$ cat config.mk
export PLATFORM = sky130hd
export DESIGN_NAME = issue_bundle_buffer
export DESIGN_NICKNAME = d
export VERILOG_FILES = /design/src/rtl/issue_bundle_buffer_pkg.sv /design/src/rtl/issue_bundle_buffer.sv
export SDC_FILE = /design/constraint.sdc
export NUM_CORES = 1
export LEC_CHECK = 0
export CAP_MARGIN = 0
export CORE_MARGIN = 2
export CORE_UTILIZATION = 44
export CTS_BUF_LIST = sky130_fd_sc_hd__clkbuf_8
export DETAILED_ROUTE_END_ITERATION = 10
export PLACE_DENSITY = 0.95
export RECOVER_POWER = 25
export SLEW_MARGIN = 20
export SYNTH_ARGS = -nofsm -noshare
export SYNTH_HDL_FRONTEND = slang
export SYNTH_SLANG_ARGS = --single-unit
$ cat constraint.sdc
create_clock -name clk -period 4.22 [get_ports clk]
set_input_delay 0.844 -clock clk [delete_from_list [all_inputs] [get_ports clk]]
set_output_delay 0.844 -clock clk [all_outputs]
set_load 0.005 [all_outputs]
$ cat src/rtl/issue_bundle_buffer_pkg.sv
// Shared types and constants for the issue bundle buffer and its neighbours.
// Slot storage width is fixed here; the top-level INSTR_W must match SLOT_INSTR_W.
package issue_bundle_buffer_pkg;

  localparam int SLOT_INSTR_W = 16;
  localparam int NUM_SLOTS    = 4;

  localparam logic [3:0] OPC_LOAD  = 4'b0010;
  localparam logic [3:0] OPC_STORE = 4'b0100;

  typedef enum logic {
    ST_EMPTY = 1'b0,
    ST_HOLD  = 1'b1
  } state_e;

  typedef struct packed {
    logic                    vld;
    logic [SLOT_INSTR_W-1:0] instr;
  } slot_t;

  function automatic logic is_mem_op(input logic [3:0] opc);
    return (opc == OPC_LOAD) || (opc == OPC_STORE);
  endfunction

endpackage

$ cat src/rtl/issue_bundle_buffer.sv
// Holds one 4-wide fetch bundle, presents pending slots to the load/store check,
// retires granted slots and accepts the next bundle on the edge the current one drains.
module issue_bundle_buffer
  import issue_bundle_buffer_pkg::*;
#(
  parameter int INSTR_W = SLOT_INSTR_W,
  parameter int CNT_W   = 8
) (
  input  logic                   clk,
  input  logic                   rst_n,
  input  logic                   flush,
  input  logic                   fetch_valid,
  output logic                   fetch_ready,
  input  logic [NUM_SLOTS-1:0]   fetch_lane_vld,
  input  logic [4*INSTR_W-1:0]   fetch_instr,
  output logic [3:0]             op1,
  output logic [3:0]             op2,
  output logic [3:0]             op3,
  output logic [3:0]             op4,
  output logic                   ins1_history,
  output logic                   ins2_history,
  output logic                   ins3_history,
  output logic                   ins4_history,
  input  logic                   ins1_out,
  input  logic                   ins2_out,
  input  logic                   ins3_out,
  input  logic                   ins4_out,
  input  logic                   issue_stall,
  output logic [NUM_SLOTS-1:0]   disp_valid,
  output logic [4*INSTR_W-1:0]   disp_instr,
  output logic [CNT_W-1:0]       hold_cnt
);

  slot_t                slot_q [NUM_SLOTS];
  slot_t                slot_d [NUM_SLOTS];
  state_e               state_q, state_d;
  logic [CNT_W-1:0]     cnt_q, cnt_d;
  logic [NUM_SLOTS-1:0] hist, grant, take, remain, hist_d;
  logic                 drain, load;

  always_comb begin
    for (int i = 0; i < NUM_SLOTS; i++) begin
      hist[i]                          = slot_q[i].vld;
      disp_instr[i*INSTR_W +: INSTR_W] = slot_q[i].instr;
    end
  end

  assign grant       = {ins4_out, ins3_out, ins2_out, ins1_out};
  assign take        = hist & grant & {NUM_SLOTS{~issue_stall & ~flush}};
  assign remain      = hist & ~take;
  assign drain       = (remain == '0);
  // Ready depends on this cycle's grants, so a bundle can load while its predecessor's last slots issue.
  assign fetch_ready = drain & ~flush;
  assign load        = fetch_valid & fetch_ready;

  assign disp_valid   = take;
  assign hold_cnt     = cnt_q;
  assign op1          = slot_q[0].instr[INSTR_W-1 -: 4];
  assign op2          = slot_q[1].instr[INSTR_W-1 -: 4];
  assign op3          = slot_q[2].instr[INSTR_W-1 -: 4];
  assign op4          = slot_q[3].instr[INSTR_W-1 -: 4];
  assign ins1_history = hist[0];
  assign ins2_history = hist[1];
  assign ins3_history = hist[2];
  assign ins4_history = hist[3];

  always_comb begin
    // NOTE: every combinational output gets a default first so no path leaves a latch behind.
    slot_d = slot_q;
    cnt_d  = cnt_q;
    for (int i = 0; i < NUM_SLOTS; i++) slot_d[i].vld = remain[i];

    if (flush) begin
      for (int i = 0; i < NUM_SLOTS; i++) slot_d[i].vld = 1'b0;
      cnt_d = '0;
    end else if (load) begin
      for (int i = 0; i < NUM_SLOTS; i++) begin
        slot_d[i].vld   = fetch_lane_vld[i];
        slot_d[i].instr = fetch_instr[i*INSTR_W +: INSTR_W];
      end
      cnt_d = '0;
    end else if ((state_q == ST_HOLD) && (cnt_q != '1)) begin
      cnt_d = cnt_q + {{(CNT_W-1){1'b0}}, 1'b1};
    end

    for (int i = 0; i < NUM_SLOTS; i++) hist_d[i] = slot_d[i].vld;
    state_d = (hist_d != '0) ? ST_HOLD : ST_EMPTY;
  end

  always_ff @(posedge clk or negedge rst_n) begin
    if (!rst_n) begin
      state_q <= ST_EMPTY;
      cnt_q   <= '0;
      // NOTE: slot storage is reset too, so instruction words read back as zero after reset.
      for (int i = 0; i < NUM_SLOTS; i++) slot_q[i] <= '0;
    end else begin
      state_q <= state_d;
      cnt_q   <= cnt_d;
      for (int i = 0; i < NUM_SLOTS; i++) slot_q[i] <= slot_d[i];
    end
  end

endmodule
==> summary.md <==
| Metric | Value |
|---|---|
| Residual DRC | 0 |
| Post-detailed-routing wire length | about 8000 um |
| Worst Hold Class | reg2reg |
| # diodes | 0 |
| Ys Warns | 0 |
| VDD IR max | 0.000323 V |
| Root Driver | clkbuf_8 |
| Ports | 174 |
| CTS Buffer Depth | 2 |
| CP Class | in2out |
| Chip width | 91.8 um |
| Avg Cell Area, Syn | between 10 and 15 um2 |
| Met1 Use GR | 0.232 |
| Die Area | about 8400 um2 |
| Worst EP required | approximately 3.4 ns |
| Synth area leaders | dfrtp_1, mux2_4, mux2_2 |
| Met2 usage | 0.320 |
| Non-filler instance count after layout | 497 |
| CP peak stage delay | 0.54 ns |
| CP Capture Type | primary output |
| R2R depth | 5 |
| Layout cells sized above 1 | 0.215 |
| TritonCTS clock tree | built |
| Final HPWL DP | 5890 um |
| Vias per cell | about 4.9 |
| Min-Delay Path Depth | 1 |
| Postcts setup bufs | 0 |
| Setup ws final | ~0.3 ns |
| Row count | 32 |
| Yosys top cell area share | 0.568 |
| Layout area overhead | 56.9% |
| Tot GR Track Use | 0.192 |
| 1st-pass router iterations | 4 |
| PortBufs | 173 |
| Total CTS buffers | 9 |
| Total grt overflow | 0 |
| Core ar. | ~7600 um2 |
| Final #Nets | between 400 and 500 |
| Pwr Density | roughly 530 nW/um2 |
| GP Congestion | approximately 0.80 |
| Pre-CTS WS | around 0.34 ns |
| Setup tns final | 0 ns |
| Initial Utilization | 0.446 |
| Mapped Cells | about 230 |
| Final min period | 3.93 ns |
| Sequential share of the synthesized area | 0.568 |
| Clock Latency Late Sink | approximately 0.33 ns |
| Grt met3 use | 0.0674 |
| Failing checks | capacitance limit, slew limit |
| LEAKAGE | roughly 2.4 nW |
| Slowest CP cell | clkdlybuf4s50_1 |
| Mapped cell area | between 3000 and 4000 um2 |
| Hold Fails Final Rpt | 0 |
| Synth area leader | dfrtp_1 |
| Number of max-cap violations | 1 |
| Relative slew slack | -0.238 |
| Setup-failing EPs final | 0 |
| Crit path depth | 6 |
| Slew @ Worst Pin | between 1.5 and 2 ns |
| RSZ-0062 raised after global routing | no |
| Pins over their slew limit | 78 |
| First-pass GRT wire length | between 10000 and 15000 um |
| Top_reg_cell synth | dfrtp_1 |
| DR iter-0 viols | between 50 and 60 |
| Initial antenna violation count | 0 |
| Final Cycle Share | 0.930 |
| Max Clock Freq | roughly 0.25 GHz |
| Layout Utilization | 0.700 |
| Leading cell types in the layout, fill and taps excluded | clkdlybuf4s50_1, dfrtp_1, mux2_4 |
| Worst Path Buf+Inv | 2 |
| Most common cell after layout, fill and taps aside | clkdlybuf4s50_1 |
| Crit-path max FO | 6 |
| Crit path top cell by count | clkdlybuf4s50_1 |
| H-tree levels | 3 |
| Post-cts resize count | 0 |
| Cells after DPL | a little under 500 |
| Distinct cell type count after synthesis | 38 |
| GRT Max-Usage Layer | met2 |
| WHS | between 0.5 and 0.6 ns |
| Status | finished, violations left |
| Critical path launch point type | input pin |
| Largest delay share family, worst path | buffers and inverters |
| Ys async rst share | 1.00 |
| Synth Register Bits | slightly below 80 |
| Critical Path AT | slightly above 3 ns |
| Die Y | just over 90 um |
| Via count | roughly 2400 |
| Final ANT Viol Nets | 0 |
| Clock skew | 0.00974 ns |
| Clock Sinks | 77 |
| Vias in the first global route | 2620 |
| Post-synth EDFFs | 0 |
| Fillcell total | around 530 |
| Pin count of the biggest net entering global routing | a little under 80 |
| CTS Hold Buffers Added | 0 |
| Post-Syn Nets | approximately 300 |
| CP cell instances | clkdlybuf4s50_1 > or3b_4 > a2111oi_4 > nand2_1 > nor2_1 > clkdlybuf4s50_1 |
| Wire per inst | ~16 um |
| Clock-pin slew on the worst setup and hold paths | about 0.07 ns |
## sequential cells by signal, summed over array words and instances, names as in the netlist
| name | count |
|---|---|
| disp_instr | 64 |
| hold_cnt | 8 |
| ins1_history | 1 |
| ins2_history | 1 |
| ins3_history | 1 |
| ins4_history | 1 |
| state_q | 1 |
## Yosys cell counts (2+ instances only)
cell / count
a21oi_1: 2
and3_1: 5
buf_1: 2
buf_4: 17
buf_6: 4
dfrtp_1: 77
inv_1: 6
mux2_2: 26
mux2_4: 38
mux2i_1: 2
nand2b_1: 2
nand3_1: 5
nor2_1: 9
nor2b_1: 2
nor3b_1: 2
o211ai_1: 2
o21ai_0: 5
xor2_1: 3
## report_power, final
group	switching (mW)	internal [mW]
registers	0.138	0.955
clock network	0.256	0.422
logic	0.274	0.760
## final timing paths
kind | startpoint | end | slack, ns
worst max-delay path | issue_stall | fetch_ready | 0.29
worst min-delay path | disp_instr[5] | disp_instr[5] | 0.51
worst max register to register | ins2_history | disp_instr[47] | 1.86
worst min register to register | disp_instr[5] | disp_instr[5] | 0.51
max in group asynchronous | rst_n | disp_instr[38] | 2.09
min in group asynchronous | rst_n | disp_instr[46] | 1.01
## layer usage
metal | up-vias | part of all wire
li1 | 1116 | -
met1 | 1207 | 0.40
met2 | 108 | 0.51
met3 | 9 | 0.080
met4 | 0 | 0.011
met5 | - | 0
## cells by family (layout without fill, tap and decap cells)
logic type                 Yosys count  count (layout)  synth area share
AOI/OAI and AO/OA                   19              19            0.0435
xor gates and xnor gates             3               3           0.00774
adders and majority gates            1               1           0.00369
buffers and inverters               30             196            0.0608
DFF                                 77              77             0.568
muxes                               66              66             0.260
and+or+nand+nor                     33              33            0.0560
## cell type report
type,count,area [um2],area share
Sequential cell,77,1930,0.362
Timing Repair Buffer,175,1740,0.327
Multi-Input combinational cell,122,1260,0.237
Clock buffer,11,151,0.0284
Tap cell,102,128,0.0240
Clock inverter,4,95.1,0.0179
Inverter,6,22.5,0.00423
## stage by stage
stage | total power [mW] | cell area (um2)
floorplan | 1.52 | 3390
CTS | 2.84 | 5330
finish | 2.80 | 5330
detailed placement | 2.15 | 5080
global placement | 2.11 | 5080
global route | 2.95 | 5330
Power figures use the tool's default switching activity.
